`src/rtl/cpld_disp_arbiter.sv`:
```
// Round-robin owner of the CPLD LED/7-seg path, switched only on frame strobes, plus sw debounce.
// Optional CPLD_ARB_IDLE_BLANK_EN: blank led/dig0/dig1 on frames with no owner (else hold last).
module cpld_disp_arbiter #(
    parameter int unsigned NREQ        = 4,
    parameter int unsigned HOLD_FRAMES = 4,
    parameter int unsigned DEB_FRAMES  = 3
) (
    input  logic                clk,
    input  logic                rstn,
    input  logic                frame_stb,
    input  logic [NREQ-1:0]     req,
    output logic [NREQ-1:0]     gnt,
    input  logic [8*NREQ-1:0]   led_in,
    input  logic [4*NREQ-1:0]   dig0_in,
    input  logic [4*NREQ-1:0]   dig1_in,
    output logic [7:0]          led,
    output logic [3:0]          dig0,
    output logic [3:0]          dig1,
    input  logic [7:0]          sw_raw,
    output logic [7:0]          sw_db,
    output logic [7:0]          sw_rise
);

    localparam int unsigned IW = (NREQ > 1) ? $clog2(NREQ) : 1;
    localparam int unsigned HW = $clog2(HOLD_FRAMES + 1);
    localparam int unsigned DW = $clog2(DEB_FRAMES + 1);
    localparam logic [HW-1:0] HOLD_MAX = HW'(HOLD_FRAMES - 1);
    localparam logic [DW-1:0] DEB_MAX  = DW'(DEB_FRAMES);
    localparam logic [IW-1:0] LAST_RST = IW'(NREQ - 1);

    typedef enum logic [0:0] {StIdle, StOwned} state_t;

    state_t          state_q, state_d;
    logic [IW-1:0]   own_q, own_d;
    logic [IW-1:0]   last_q, last_d;
    logic [HW-1:0]   hold_q, hold_d;
    logic [NREQ-1:0] gnt_q, gnt_d;
    logic [7:0]      led_q, led_d;
    logic [3:0]      dig0_q, dig0_d;
    logic [3:0]      dig1_q, dig1_d;
    logic [DW-1:0]   deb_cnt_q, deb_cnt_d;
    logic [7:0]      deb_prev_q, deb_prev_d;
    logic [7:0]      sw_db_q, sw_db_d;
    logic [7:0]      sw_rise_q, sw_rise_d;

    logic            rr_found;
    logic [IW-1:0]   rr_win;
    logic            grant;
    logic            others;
    logic [7:0]      led_sel;
    logic [3:0]      dig0_sel;
    logic [3:0]      dig1_sel;
    logic            deb_same;
    logic            deb_accept;

    // Round-robin scan starting just after the last granted requester. While owned,
    // last_q equals the owner, so the owner is only found if nobody else requests.
    always_comb begin
        int unsigned   idx_i;
        logic [IW-1:0] idx;
        rr_found = 1'b0;
        rr_win   = '0;
        idx_i    = 0;
        idx      = '0;
        for (int unsigned k = 1; k <= NREQ; k++) begin
            idx_i = (int'(last_q) + k) % NREQ;
            idx   = IW'(idx_i);
            if (!rr_found && req[idx]) begin
                rr_found = 1'b1;
                rr_win   = idx;
            end
        end
    end

    assign others = |(req & ~gnt_q);

    // Owner FSM; everything moves only on frame_stb.
    always_comb begin
        state_d = state_q;
        own_d   = own_q;
        last_d  = last_q;
        hold_d  = hold_q;
        grant   = 1'b0;
        if (frame_stb) begin
            case (state_q)
                StIdle: begin
                    if (rr_found) grant = 1'b1;
                end
                StOwned: begin
                    if (!req[own_q]) begin
                        if (rr_found) grant = 1'b1;
                        else          state_d = StIdle;
                    end else if (hold_q >= HOLD_MAX && others) begin
                        grant = 1'b1;
                    end else if (hold_q < HOLD_MAX) begin
                        hold_d = hold_q + HW'(1);
                    end
                end
                default: state_d = StIdle;
            endcase
            if (grant) begin
                state_d = StOwned;
                own_d   = rr_win;
                last_d  = rr_win;
                hold_d  = '0;
            end
        end
    end

    // Data slice of the post-decision owner.
    always_comb begin
        led_sel  = '0;
        dig0_sel = '0;
        dig1_sel = '0;
        for (int unsigned i = 0; i < NREQ; i++) begin
            if (own_d == IW'(i)) begin
                led_sel  = led_in[8*i +: 8];
                dig0_sel = dig0_in[4*i +: 4];
                dig1_sel = dig1_in[4*i +: 4];
            end
        end
    end

    always_comb begin
        gnt_d  = gnt_q;
        led_d  = led_q;
        dig0_d = dig0_q;
        dig1_d = dig1_q;
        if (frame_stb) begin
            gnt_d = '0;
            if (state_d == StOwned) begin
                gnt_d[own_d] = 1'b1;
                led_d        = led_sel;
                dig0_d       = dig0_sel;
                dig1_d       = dig1_sel;
            end else begin
`ifdef CPLD_ARB_IDLE_BLANK_EN
                led_d  = '0;
                dig0_d = '0;
                dig1_d = '0;
`else
                led_d  = led_q;
                dig0_d = dig0_q;
                dig1_d = dig1_q;
`endif
            end
        end
    end

    // Debounce: accept sw_raw once it has matched for DEB_FRAMES consecutive frames.
    assign deb_same   = (sw_raw == deb_prev_q);
    assign deb_accept = (DEB_FRAMES == 1) ||
                        (deb_same && (int'(deb_cnt_q) + 1 >= int'(DEB_FRAMES) - 1));

    always_comb begin
        deb_cnt_d  = deb_cnt_q;
        deb_prev_d = deb_prev_q;
        sw_db_d    = sw_db_q;
        sw_rise_d  = '0;
        if (frame_stb) begin
            deb_prev_d = sw_raw;
            if (deb_same) begin
                if (deb_cnt_q < DEB_MAX) deb_cnt_d = deb_cnt_q + DW'(1);
            end else begin
                deb_cnt_d = '0;
            end
            if (deb_accept) begin
                sw_db_d   = sw_raw;
                sw_rise_d = sw_raw & ~sw_db_q;
            end
        end
    end

    always_ff @(posedge clk or negedge rstn) begin
        if (!rstn) begin
            state_q    <= StIdle;
            own_q      <= '0;
            last_q     <= LAST_RST;
            hold_q     <= '0;
            gnt_q      <= '0;
            led_q      <= '0;
            dig0_q     <= '0;
            dig1_q     <= '0;
            deb_cnt_q  <= '0;
            deb_prev_q <= '0;
            sw_db_q    <= '0;
            sw_rise_q  <= '0;
        end else begin
            state_q    <= state_d;
            own_q      <= own_d;
            last_q     <= last_d;
            hold_q     <= hold_d;
            gnt_q      <= gnt_d;
            led_q      <= led_d;
            dig0_q     <= dig0_d;
            dig1_q     <= dig1_d;
            deb_cnt_q  <= deb_cnt_d;
            deb_prev_q <= deb_prev_d;
            sw_db_q    <= sw_db_d;
            sw_rise_q  <= sw_rise_d;
        end
    end

    assign gnt     = gnt_q;
    assign led     = led_q;
    assign dig0    = dig0_q;
    assign dig1    = dig1_q;
    assign sw_db   = sw_db_q;
    assign sw_rise = sw_rise_q;

endmodule
```
`config.mk`:
```
export PLATFORM = sky130hd
export DESIGN_NAME = cpld_disp_arbiter
export DESIGN_NICKNAME = d
export VERILOG_FILES = /design/src/rtl/cpld_disp_arbiter.sv
export SDC_FILE = /design/constraint.sdc
export NUM_CORES = 1
export LEC_CHECK = 0
export CAP_MARGIN = 10
export CORE_ASPECT_RATIO = 1.75
export CORE_MARGIN = 1.5
export CORE_UTILIZATION = 49
export CTS_BUF_LIST = sky130_fd_sc_hd__clkbuf_8
export DETAILED_ROUTE_END_ITERATION = 12
export PLACE_DENSITY = 0.95
export SLEW_MARGIN = 20
export SYNTH_ARGS = -nofsm -noshare
export SYNTH_HDL_FRONTEND = slang
export SYNTH_SLANG_ARGS = --single-unit
```
`constraint.sdc`:
```
create_clock -name clk -period 7.2 [get_ports clk]
set_input_delay 1.08 -clock clk [delete_from_list [all_inputs] [get_ports clk]]
set_output_delay 1.08 -clock clk [all_outputs]
set_load 0.005 [all_outputs]
```
* Word-level counts from Yosys, hierarchy flattened *
Index checks and enable logic that the tools add are counted.
Widths: inputs -> output; s select.

cells by class
  add/subtract/negate cells = 7
  multiply operators = 0
  divide/modulo/power cells = 0
  magnitude comparators = 11
  equality and inequality tests = 6
  shift-type cells = 0
  multiplexer cells = 53
  bitwise gates (word level) = 5
  reduce and logical (&&, ||, !) cells = 19

operators with widths
  kind                 count
  $mux 8               6
  $mux 4               9
  $lt 2x3->1 const B   6
  $mux 1               18
  $mux 2               8
  $mux 3               5
  $bmux 1 s2           5
  $and 8x8->8          1
  $eq 8x8->1           1
  $not 8->8            1
  $reduce_and 2->1     4
  $add 2x1->2 const B  3
  $ge 3x2->1 const B   2
  $logic_and 1x1->1    6
  $reduce_bool 2->1    3
  $reduce_and 5->1     1
  $add 2x2->2 const B  2
  $and 4x4->4          1
  $eq 2x2->1 const B   2
  $ne 2x1->1 const B   2
  $not 4->4            1
  $reduce_or 4->1      1
  $add 2x1->3 const B  1
  $add 3x1->3 const B  1
  other kinds (9)      11

storage, ports and cells
  register bits = 54
  latch bits = 0
  RAM bits = 0
  bits in read-only memories = 0
  bits of input ports = 79
  output and inout bits = 36
  word-level logic and storage cells = 113
  memories kept = 0

* Logic depth before layout (Yosys ltp) *
Gate-level depths: netlist of the first run.

  depth in word-level cells = 24
  depth in mapped cells = 12
  mapped depth without buffers = 9

* Worst setup path after synthesis of the first run *
Ideal clock, no wire load.

  path type = in2reg
  start point = input port req[3]
  end point = register led_q[0], in the netlist led[0]
  setup time = 0.080 ns
  arrival time = 3.024 ns
  required time = 7.120 ns
  slack = 4.096 ns
  stages = 11
  buffers on the path = 4
  path through = buf_2 nand2b_1 a41oi_1 or2_1 buf_6 nor3b_4 mux2_4 buf_6 buf_8 mux2_4 o211ai_2

between the ends
  longest elaborated chain between the ends = 23
  elaborated cells between the ends (all ways) = 47
  classes of those cells = 3 x eq/ne; 33 x mux; 1 x bitwise; 10 x reduce/logical

ends and longest elaborated chain
  item                          line  source
  from (decl)                   11    input logic [NREQ-1:0] req,
  $bmux 1 s2                    68    if (!rr_found && req[idx]) begin
  $mux 1 (not written as such)  68
  $mux 1                        68
  $logic_not 1->1               68
  $logic_and 1x1->1             68
  $mux 1                        68
  $logic_not 1->1               68
  $logic_and 1x1->1             68
  (+6 left out)                 n/a
  $pmux 1 s2                    85    case (state_q)
  $mux 1                        84    if (frame_stb) begin
  $mux 2 *                      101   if (grant) begin
  $mux 2 *                      84
  named net own_d[1]            34    logic [IW-1:0] own_q, own_d;
  $logic_not 2->1               116   if (own_d == IW'(i)) begin
  $mux 8 (3 in series)          116
  $mux 8 *                      116
  to (signal assigned)          194   led_q <= led_d;
  to (decl)                     38    logic [7:0] led_q, led_d;

Mark *: on every way through the listed nets, which the timed path passes. The rest lies on a longest branch. The select of a mux whose other input is x is not followed.
A chain may end at the register's enable or synchronous reset.

* Final worst setup path of the first run *
  start point = input port req[3]
  end point = register gnt_q[1], in the netlist gnt[1]

between the ends
  longest elaborated chain between the ends = 23
  elaborated cells between the ends (all ways) = 44
  classes of those cells = 2 x order compare; 32 x mux; 1 x bitwise; 9 x reduce/logical

ends and longest elaborated chain
  item                                                                   line  source
  $bmux 1 s2                                                             68
  $mux 1 (not written as such)                                           68
  $mux 1                                                                 68
  $logic_not 1->1                                                        68
  $logic_and 1x1->1                                                      68
  $mux 1                                                                 68
  $logic_not 1->1                                                        68
  $logic_and 1x1->1                                                      68
  (+7 left out)                                                          n/a
  $mux 1                                                                 84
  $mux 2                                                                 101
  $mux 2                                                                 84
  $lt 2x3->1 (not written as such) / $ge 2x1->1 (equally long branches)  132   gnt_d[own_d] = 1'b1;
  $logic_and 1x1->1 (not written as such)                                132
  $mux 1 (not written as such)                                           132
  $demux 1 s2                                                            132
  $mux 4 *                                                               131   if (state_d == StOwned) begin
  to (signal assigned)                                                   193   gnt_q <= gnt_d;
  to (decl)                                                              37    logic [NREQ-1:0] gnt_q, gnt_d;

Every way passes the cells marked *; elsewhere a longest branch is shown, timed or not. The select of a mux whose other input is x is not followed.

==> summary.txt, run 1 <==
Run status
  • Status: completed

Pwr
  • Power Internal: 0.000822 W
  • Clk pwr share: around 16%
  • P per Cell Area: roughly 300 mW/mm²
  • Sw frac: 35.5%
  • Sequential share of power: 35.7%
  • Leakage dissipation: 1.84 nW
  • Peak supply drop: 0.182 mV
  • P_sw: 0.000453 W
  • Comb pwr share: 48.5%

Detailed routing
  • Vias after detailed routing: 2606
  • DR pass1 iterations: 5
  • Detailed Route Iter0 Violations: between 150 and 200
  • Mean number of vias per cell: 5.51
  • DRC viols: 0
  • Post-DR wirelength/cell: 16.7 µm
  • Post-DRT Antenna Nets: 0
  • Post-Route WL: 7920 µm

Synth
  • Synth top cells by count: dfrtp_1, nand2_1, mux2_2, inv_1, a22oi_1
  • Mapped Avg Cell Area: roughly 11 µm²
  • Post-synth top flop: dfrtp_1
  • Area leader, netlist: dfrtp_1
  • Mapped Cells: 288
  • Area share of the largest cell type after synthesis: 42.9%
  • Synthesized cell area: 0.00304 mm²
  • Post-synthesis register bit count: 54
  • Seq/Total Area, Yosys: between 40% and 50%
  • Synth warn: 0
  • Asr flop ratio synth: 100%
  • Cell with the most instances after synthesis: dfrtp_1
  • Syn_nets: between 300 and 400
  • Post-synth cell types: 43
  • Largest cells by area after synthesis: dfrtp_1, mux2_2, nand2_1, a22oi_1, mux2_4
  • Number of synthesized flops with an enable pin: 0

Placement
  • Port Buf Inserts: around 110
  • Hpwl dp: 5980 µm
  • Gpl congestion: around 0.81

GRT
  • Gr usage total: 23.9%
  • Pin count of the biggest net entering global routing: 55
  • First-pass GRT wire length: roughly 13000 µm
  • Initial antenna violation count: 0
  • Grt ovf: 0
  • Number of global-route vias before repair: 2757

STA
  • Tmin final: 4.02 ns
  • Pins Over Slew Limit: 0
  • Final-report hold violation count: 0
  • Maximum clock rate: about 250 MHz
  • Worst-margin pin slew: 0.920 ns
  • Final TNS setup: 0 ns
  • Finish-stage setup viols: 0
  • Final Skew: 0.0119 ns
  • Final Cycle Share: 55.9%
  • RSZ-0062 raised after global routing: false
  • Worst slack on hold paths: 0.460 ns
  • Relative slew slack: 38.7%

Worst setup path
  • Reg2reg path depth: 6
  • Crit-path max FO: 24
  • Crit path kind: in2reg
  • Critical Path RT: roughly 7.4 ns
  • Worst Setup Start Kind: input pin
  • Data arrival, critical path: 4.18 ns
  • Worst Setup End Kind: flip-flop

Clock network
  • Sink Count: 54
  • # hold bufs at CTS: 0
  • CTS Buf Count: 5
  • Clock-pin slew on the worst setup and hold paths: around 0.10 ns
  • CTS max path bufs: 2
  • Root Buffer: clkbuf_8
  • Clk Latency, worst-skew pair: ~0.31 ns
  • H-Tree Level Count: 2
  • Post-CTS sizing: 0
  • Number of setup buffers added after CTS: 0
  • TritonCTS clock tree: built

Floorplan
  • Core box area: 0.00593 mm²
  • Die W: 62.5 µm
  • Die ar.: 0.00670 mm²
  • Starting density of the core: 51.2%
  • Die Y: 107 µm
  • I/O pin cnt: 115
  • Num rows: 37

Layout
  • Layout area overhead: 42.0%
  • Register area: 0.00135 mm²
  • Net count, final: approximately 480
  • ANT cells: 0
  • Filler Cell Count: 422
  • Multi-input gate area: ~0.0015 mm²
  • Share of layout cells above drive strength 1: 15.4%

Hold path
  • Hold WC Path Type: reg2reg
  • Hold Path Depth: 1

Run
  • Max Cap Violations: 0
==> critical path: stages <==
cell and delay (ns):
clkdlybuf4s50_1 0.54, nor3_1 0.26, o211ai_1 0.17, a221oi_4 0.43
nand2b_1 0.77, nand2b_1 0.73, o21ai_0 0.20
==> placed cells by master (no fill, tap or decap), types with 3 or more instances in the layout <==
| master | count |
|---|---|
| clkdlybuf4s50_1 | 113 |
| dfrtp_1 | 52 |
| nand2_1 | 40 |
| mux2_2 | 29 |
| inv_1 | 28 |
| a22oi_1 | 16 |
| o211ai_1 | 12 |
| nor2_1 | 9 |
| nand2b_1 | 8 |
| mux2_4 | 8 |
| xnor2_1 | 8 |
| nor3b_1 | 8 |
| o211ai_2 | 7 |
| clkbuf_8 | 5 |
| a21oi_1 | 4 |
| o21ai_0 | 4 |
| ha_1 | 4 |
| mux2i_1 | 3 |
==> per-stage QoR <==
| step | total power (W) | worst slack (ns) | area (µm²) | utilization, % | cells |
|---|---|---|---|---|---|
| 3_3_place_gp | 0.00103 | 3.05 | 4190 | 70.7 | 464 |
| 2_1_floorplan | 0.000848 | 4.10 | 3040 | - | 288 |
| 5_1_grt | 0.00135 | 2.95 | 4310 | 72.8 | 473 |
| 3_5_place_dp | 0.00107 | 2.82 | 4190 | 70.7 | 464 |
| 4_1_cts | 0.00127 | 3.11 | 4300 | 72.5 | 472 |
| 6_report | 0.00127 | 3.18 | 4310 | 72.8 | 473 |
==> power groups by stage <==
stage                     Combinational [W]  Sequential (W)  Clock (W)
after detailed placement           0.000615        0.000457          0
after floorplan                    0.000406        0.000443          0
after global placement             0.000581        0.000453          0
final                              0.000619        0.000455   0.000201
after CTS                          0.000615        0.000452   0.000204
after global routing               0.000668        0.000462   0.000215
==> sequential cells by signal, indices dropped and copies added (netlist names) <==
signal	count
deb_prev_q	8
led	8
sw_db	8
sw_rise	8
dig0	4
dig1	4
gnt	4
hold_q	3
deb_cnt_q	2
last_q	2
own_q	2
state_q	1
==> worst paths after layout <==
| check | slack [ns] | startpoint | to |
|---|---|---|---|
| max in group asynchronous | 5.86 | rstn | sw_rise[4] |
| min reg2reg | 0.46 | sw_db[3] | sw_rise[3] |
| max | 3.18 | req[3] | gnt[1] |
| max reg2reg | 3.94 | last_q[1] | gnt[1] |
| min | 0.46 | sw_db[3] | sw_rise[3] |
| min in group asynchronous | 0.87 | rstn | dig1[2] |
==> metal layers <==
layer  up-vias  share of wire, %  wire length [µm]  GRT usage [%]
li1       1221                 -                 -              -
met1      1279                36              2840           24.2
met2        92                57              4500           45.6
met3        14               4.8               377           5.35
met4         0               2.6               205           10.8
met5         -                 0                 0              0
==> layout make-up <==
class	instances	area share, %
clock buffers	5	1.60
clock inverters	3	0.958
inverters	27	2.35
multi-input cells	190	34.6
flip-flops and latches	54	31.4
well taps	78	2.26
repair buffers	116	26.8
==> kinds of logic (layout without fill, tap and decap cells) <==
kind of cell | Yosys count | count (layout) | share of synthesized area [%]
adders and majority gates | 4 | 4 | 1.65
AOI/OAI and AO/OA | 62 | 62 | 17.0
buffers and inverters | 44 | 151 | 6.55
xor gates and xnor gates | 8 | 8 | 2.31
muxes | 40 | 40 | 15.7
DFF | 54 | 54 | 44.6
and+or+nand+nor | 76 | 76 | 12.2
No activity file was read; power rests on OpenSTA's default activity.
==> inputs of run 2 (changes only) <==
--- a/config.mk
+++ b/config.mk
@@ -8,10 +8,10 @@
 export CAP_MARGIN = 10
 export CORE_ASPECT_RATIO = 1.75
 export CORE_MARGIN = 1.5
-export CORE_UTILIZATION = 49
+export CORE_UTILIZATION = 41
 export CTS_BUF_LIST = sky130_fd_sc_hd__clkbuf_8
 export DETAILED_ROUTE_END_ITERATION = 12
-export PLACE_DENSITY = 0.95
+export PLACE_DENSITY = 0.89
 export SLEW_MARGIN = 20
 export SYNTH_ARGS = -nofsm -noshare
 export SYNTH_HDL_FRONTEND = slang
==> constraint.sdc (replaced) <==
create_clock -name clk -period 3.3 [get_ports clk]
set_input_delay 0.495 -clock clk [delete_from_list [all_inputs] [get_ports clk]]
set_output_delay 0.495 -clock clk [all_outputs]
set_load 0.005 [all_outputs]
==> run 2 against run 1 <==
  * Flip-flop and latch count is the same
  * Count of clock-buffer cells in the layout stayed put
  * Worst hold slack got worse by 0.18 ns
  * Utilization fell by 12 points
  * Critical path type unchanged
  * Critical endpoint is now dig0[2]
  * Largest cell class unchanged
  * Largest power group unchanged
  * Highest routed layer unchanged
==> summary.txt, run 2 (synthesis gave the netlist of run 1 again) <==
Detailed routing
  • DR pass1 iterations: 4 (was 5)
  • Mean number of vias per cell: 5.35 (was 5.51)
  • Vias after detailed routing: 2597 (was 2606)
  • Post-DR wirelength/cell: 15.5 µm (was 16.7 µm)
  • Post-Route WL: 7540 µm (was 7920 µm)
  • Post-DRT Antenna Nets: 0 (unchanged)
  • DRC viols: 0 (unchanged)
  • Detailed Route Iter0 Violations: 113 (was 162)

Layout
  • Share of layout cells above drive strength 1: 16.5% (was 15.4%)
  • Net count, final: 482 (was 477)
  • Fin area: 0.00437 mm² (was 0.00431 mm²)
  • Filler Cell Count: 590 (was 422)
  • Layout area overhead: 43.8% (was 42.0%)
  • ANT cells: 0 (unchanged)
  • Commonest non-fill, non-tap cell in the layout: clkdlybuf4s50_1 (unchanged)
  • Most frequent cells in the layout: clkdlybuf4s50_1, dfrtp_1, nand2_1 (unchanged)
  • Finished Layout Cells: 485 (was 473)

Hold path
  • Hold WC Path Type: in2async (was reg2reg)

STA
  • Finish-stage setup viols: 0 (unchanged)
  • Relative slew slack: 44.1% (was 38.7%)
  • Pins Over Slew Limit: 0 (unchanged)
  • Final Cycle Share: 84.1%
  • Tmin final: 2.78 ns
  • Maximum clock rate: 360 MHz
  • Final TNS setup: 0 ns (unchanged)
  • Final-report hold violation count: 0 (unchanged)
  • Worst slack on hold paths: 0.278 ns (was 0.460 ns)
  • Post-route setup slack: 0.525 ns (was 3.18 ns)
  • RSZ-0062 raised after global routing: false (unchanged)
  • Final Skew: 0.00535 ns (was 0.0119 ns)
  • Worst-margin pin slew: 0.839 ns (was 0.920 ns)

Worst setup path
  • R2R Setup Slk: 0.53 ns (was 3.94 ns)
  • Data arrival, critical path: 2.96 ns (was 4.18 ns)
  • Worst Setup Start Kind: input pin (unchanged)
  • Crit-path max FO: 23 (was 24)
  • Crit path kind: in2reg (unchanged)
  • Worst Setup End Kind: flip-flop (unchanged)
  • Critical Path RT: 3.48 ns (was 7.36 ns)

Floorplan
  • Num rows: 41 (was 37)
  • I/O pin cnt: 115 (unchanged)
  • Die W: 68.1 µm (was 62.5 µm)
  • Die ar.: 0.00795 mm² (was 0.00670 mm²)
  • Core box area: 0.00718 mm² (was 0.00593 mm²)
  • Starting density of the core: 42.3% (was 51.2%)
  • Die Y: 117 µm (was 107 µm)

Clock network
  • Number of setup buffers added after CTS: 0 (unchanged)
  • Post-CTS sizing: 0 (unchanged)
  • Sink Count: 54 (unchanged)
  • TritonCTS clock tree: built (unchanged)
  • Clk Latency, worst-skew pair: 0.31 ns (about the same)
  • # hold bufs at CTS: 0 (unchanged)
  • H-Tree Level Count: 2 (unchanged)
  • Clock-pin slew on the worst setup and hold paths: 0.09 ns (was 0.10 ns)
  • CTS max path bufs: 2 (unchanged)
  • Root Buffer: clkbuf_8 (unchanged)
  • CTS Buf Count: 5 (unchanged)

Placement
  • Hpwl dp: 5870 µm (was 5980 µm)
  • Port Buf Inserts: 114 (unchanged)
  • Setup slack at placement: -0.0206 ns (was 2.82 ns)
  • Gpl congestion: 0.841 (was 0.809)
  • DP Cell Count: 478 (was 464)
  • DP Area: 0.00426 mm² (was 0.00419 mm²)

GRT
  • First-pass GRT wire length: 12000 µm (was 12600 µm)
  • Pin count of the biggest net entering global routing: 40 (was 55)
  • Gr usage total: 20.1% (was 23.9%)
  • Initial antenna violation count: 0 (unchanged)
  • Number of global-route vias before repair: 2679 (was 2757)
  • Grt ovf: 0 (unchanged)

Pwr
  • Peak supply drop: 0.372 mV (was 0.182 mV)
  • Leakage dissipation: 1.86 nW (was 1.84 nW)
  • P per Cell Area: 641 mW/mm² (was 296 mW/mm²)

Run
  • Max Cap Violations: 0 (unchanged)

Run status
  • Status: completed (unchanged)
-- run 2: cell types whose count changed in the layout (fill, tap and decap cells not counted) --
cell | previous run | this run
buf_4 | 1 | 6
buf_12 | 0 | 1
buf_6 | 1 | 0
clkinv_4 | 0 | 1
clkinvlp_4 | 1 | 0
inv_1 | 28 | 27
-- run 2: worst max-delay path: stages --
cell and delay (ns):
clkdlybuf4s50_1 0.54, nor3_1 0.25, o211ai_1 0.17, a221oi_4 0.44
nand2b_1 0.21, buf_4 0.29, nand2b_1 0.17, buf_4 0.26
o211ai_1 0.12
-- run 2: path summary, 6_finish.rpt --
path / startpoint / endpoint / depth (start not counted)
min in group clk: sw_db[0] / sw_rise[0] / 1
worst min-delay path: rstn / sw_db[2] / 1
worst min register to register: sw_db[0] / sw_rise[0] / 1
worst max-delay path: req[3] / dig0[2] / 9
worst max register to register: hold_q[0] / dig1[1] / 9
max in group asynchronous: rstn / dig0[0] / 2
-- run 2: cell type report --
cell class / count / area [µm²] / area share [%]
Tap cell: 86 / 108 / 2.46
Timing Repair Buffer: 121 / 1200 / 27.5
Multi-Input combinational cell: 190 / 1490 / 34.2
Inverter: 27 / 101 / 2.32
Sequential cell: 54 / 1350 / 31.0
Clock buffer: 5 / 68.8 / 1.58
Clock inverter: 2 / 38.8 / 0.889
-- run 2: report_power, final --
| group | internal, W | total, W | switching [W] |
|---|---|---|---|
| sequential | 0.000842 | 0.000997 | 0.000156 |
| combinational | 0.000757 | 0.00136 | 0.000604 |
| clock | 0.000223 | 0.000440 | 0.000217 |
-- run 2: per-stage QoR --
stage               utilization, %  total power [W]
floorplan                        -          0.00185
global placement              59.3          0.00231
detailed placement            59.3          0.00237
CTS                           60.7          0.00282
global route                  60.8          0.00298
finish                        60.8          0.00280
-- run 2: routing by layer --
metal | global-route usage, % | up-vias | share of wire [%]
li1 | - | 1226 | -
met1 | 20.3 | 1266 | 36
met2 | 37.6 | 86 | 57
met3 | 3.92 | 19 | 4.0
met4 | 9.60 | 0 | 3.1
met5 | 0 | - | 0
==> inputs of run 3 (changes only) <==
--- a/config.mk
+++ b/config.mk
@@ -8,10 +8,10 @@
 export CAP_MARGIN = 10
 export CORE_ASPECT_RATIO = 1.75
 export CORE_MARGIN = 1.5
-export CORE_UTILIZATION = 41
+export CORE_UTILIZATION = 46
 export CTS_BUF_LIST = sky130_fd_sc_hd__clkbuf_8
 export DETAILED_ROUTE_END_ITERATION = 12
-export PLACE_DENSITY = 0.89
+export PLACE_DENSITY = 0.94
 export SLEW_MARGIN = 20
 export SYNTH_ARGS = -nofsm -noshare
 export SYNTH_HDL_FRONTEND = slang
==> constraint.sdc (replaced) <==
create_clock -name clk -period 2.6 [get_ports clk]
set_input_delay 0.39 -clock clk [delete_from_list [all_inputs] [get_ports clk]]
set_output_delay 0.39 -clock clk [all_outputs]
set_load 0.005 [all_outputs]
==> run 3 against run 2 <==
  * Die area down 10%
  * Cell area increased by 6.8%
  * Clock power rose by 35%
  * Utilization up 12 points
  * Clock skew rose by 0.0073 ns
  * Critical path depth rose by 1
  * Sequential power is 27% higher
  * Sequential share of layout area down 2.0 points
  * Combinational power rose by 58%
  * Total power increased by 43%
  * Count of clock-buffer cells in the layout unchanged
  * Non-clock buffer count up 21
==> summary.txt, run 3 (synthesis gave the netlist of run 1 again) <==
Run status
  • Status: completed (unchanged)

Worst setup path
  • Crit-path max FO: 9 (was 23)
  • R2R Setup Slk: 0.11 ns (was 0.53 ns)
  • Reg2reg path depth: 10 (was 9)
  • Critical Path RT: 2.84 ns (was 3.48 ns)
  • Worst R2R Start: hold_q[0] (unchanged)
  • Worst Setup Start Kind: flip-flop (was input pin)
  • CP peak stage delay: 0.41 ns (was 0.54 ns)
  • Data arrival, critical path: 2.73 ns (was 2.96 ns)
  • Worst path slowest cell: dfrtp_1 (was clkdlybuf4s50_1)
  • Crit-path cells: ha_2, ha_4, a211oi_4, a41oi_2, buf_4, or2_1, nor3b_4, mux2_4, mux2_4, o211ai_2 (was clkdlybuf4s50_1, nor3_1, o211ai_1, a221oi_4, nand2b_1, buf_4, nand2b_1, buf_4, o211ai_1)
  • CP dominant cell by count: mux2_4
  • Worst Setup End Kind: flip-flop (unchanged)
  • Crit path kind: reg2reg (was in2reg)
  • Worst reg2reg endpoint: led[4] (was dig1[1])

Hold path
  • Hold Path Depth: 1
  • Hold WC Path Type: reg2reg (was in2async)
  • Worst Hold Endpoint: sw_rise[1]
  • Hold_sp: sw_db[1]

Detailed routing
  • Vias after detailed routing: 2752 (was 2597)
  • Post-DR wirelength/cell: 17.0 µm (was 15.5 µm)
  • Mean number of vias per cell: 5.46 (was 5.35)
  • Post-DRT Antenna Nets: 0 (unchanged)
  • DR pass1 iterations: 7 (was 4)
  • Met2 routed WL: 4790 µm (was 4320 µm)
  • Detailed Route Iter0 Violations: 170 (was 113)
  • Post-Route WL: 8570 µm (was 7540 µm)
  • Met3 wire length: 315 µm (was 302 µm)
  • DRC viols: 0 (unchanged)
  • Uppermost layer routed: met4 (unchanged)
  • Metal-1 WL: 3100 µm (was 2680 µm)

Floorplan
  • Starting density of the core: 47.1% (was 42.3%)
  • Die W: 64.4 µm (was 68.1 µm)
  • Num rows: 39 (was 41)
  • Die ar.: 0.00712 mm² (was 0.00795 mm²)
  • Die Y: 110 µm (was 117 µm)
  • I/O pin cnt: 115 (unchanged)
  • Core box area: 0.00644 mm² (was 0.00718 mm²)

Placement
  • Setup slack at placement: -0.216 ns (was -0.0206 ns)
  • Hpwl dp: 6130 µm (was 5870 µm)
  • Port Buf Inserts: 114 (unchanged)
  • Gpl congestion: 0.911 (was 0.841)

Clock network
  • Clock-pin slew on the worst setup and hold paths: 0.11 ns (was 0.09 ns)
  • Clk Latency, worst-skew pair: 0.32 ns (was 0.31 ns)
  • CTS Buf Count: 5 (unchanged)
  • CTS max path bufs: 2 (unchanged)
  • Root Buffer: clkbuf_8 (unchanged)
  • Sink Count: 54 (unchanged)
  • H-Tree Level Count: 2 (unchanged)
  • TritonCTS clock tree: built (unchanged)

Run
  • Max Cap Violations: 0 (unchanged)

GRT
  • Gr usage total: 24.8% (was 20.1%)
  • First-pass GRT wire length: 13700 µm (was 12000 µm)
  • Initial antenna violation count: 0 (unchanged)
  • Pin count of the biggest net entering global routing: 40 (unchanged)
  • Number of global-route vias before repair: 2946 (was 2679)
  • Grt ovf: 0 (unchanged)

Layout
  • Share of layout cells above drive strength 1: 23.0% (was 16.5%)
  • Commonest non-fill, non-tap cell in the layout: clkdlybuf4s50_1 (unchanged)
  • Most frequent cells in the layout: clkdlybuf4s50_1, dfrtp_1, nand2_1 (unchanged)
  • ANT cells: 0 (unchanged)
  • Net count, final: 504 (was 482)
  • Layout area overhead: 53.6% (was 43.8%)
  • Core Util, Final: 72.4% (was 60.8%)

STA
  • Maximum clock rate: 401 MHz
  • Relative slew slack: 66.8% (was 44.1%)
  • Final Cycle Share: 95.9%
  • Tmin final: 2.49 ns
  • Post-route setup slack: 0.108 ns (was 0.525 ns)
  • Worst-margin pin slew: 0.498 ns (was 0.839 ns)
  • Final-report hold violation count: 0 (unchanged)
  • Pins Over Slew Limit: 0 (unchanged)
  • Final Skew: 0.0126 ns (was 0.00535 ns)
  • Finish-stage setup viols: 0 (unchanged)

Pwr
  • Peak supply drop: 0.608 mV (was 0.372 mV)
  • P per Cell Area: 861 mW/mm² (was 641 mW/mm²)
  • Leakage dissipation: 2.01 nW (was 1.86 nW)
-- run 3: cell types whose count changed in the layout (fill, tap and decap cells not counted), sizes merged --
cell,previous run,this run
mux2,37,38
clkinvlp,0,1
inv,27,28
bufbuf,0,1
dlygate4sd3,0,1
clkinv,1,0
buf,8,27
-- run 3: how the worst max path moves through the flow --
stage	cells after the start	from	slack (ns)	to
2_1_floorplan	12	hold_q[0]	0.005	led[0]
3_3_place_gp	9	req[3]	-0.14	dig0[2]
3_5_place_dp	9	req[3]	-0.22	dig0[0]
4_1_cts	12	hold_q[0]	0.009	dig0[0]
5_1_grt	12	hold_q[0]	-0.01	led[3]
6_report	10	hold_q[0]	0.11	led[4]
-- run 3: power by group --
| part | total [W] | internal (W) | switching [W] |
|---|---|---|---|
| Sequential | 0.00127 | 0.00107 | 0.000198 |
| Combinational | 0.00215 | 0.00124 | 0.000913 |
| Clock | 0.000595 | 0.000294 | 0.000301 |
| Total | 0.00401 | 0.00260 | 0.00141 |
-- run 3: layer usage --
layer / global-route usage (%) / up-vias
met5: 0 / -
met4: 12.6 / 0
met3: 4.38 / 29
met2: 44.7 / 99
met1: 27.0 / 1350
li1: - / 1274
-- run 3: worst max-delay path: cells and delay by family, from the launching register on --
family          cells  cell delay [ns]
compound gates      3             0.31
flops               1             0.41
fa+ha+maj           2             0.37
simple gates        2             0.41
buf+inv             1             0.16
mux                 2             0.73
-- run 3: layout make-up --
type | count | area, µm²
Clock buffer | 5 | 68.8
Clock inverter | 3 | 48.8
Fill cell | 470 | 1780
Inverter | 27 | 101
Multi-Input combinational cell | 191 | 1570
Sequential cell | 54 | 1350
Tap cell | 82 | 103
Timing Repair Buffer | 142 | 1420
-- run 3: timing repair --
| item | in CTS | in global routing |
|---|---|---|
| resized for setup | 7 | 8 |
| endpoints found under the hold margin | 15 | 0 |
| hold buffers | 1 | 0 |
| buffers inserted | 4 | 2 |
| cloned | 2 | 1 |
| setup endpoints to repair | 16 | 16 |
| pin swaps | 4 | 2 |
-- run 3: per-stage QoR --
stage / power (W) / setup TNS [ns] / instances / instance area [µm²] / hold slack [ns]
after floorplan: 0.00235 / 0 / 288 / 3040 / 0.0944
after detailed placement: 0.00315 / -2.89 / 489 / 4380 / 0.331
after global routing: 0.00423 / -0.0307 / 504 / 4660 / 0.470
after CTS: 0.00395 / 0 / 503 / 4620 / 0.450
final: 0.00401 / 0 / 504 / 4660 / 0.453
after global placement: 0.00306 / -2.05 / 489 / 4380 / 0.323
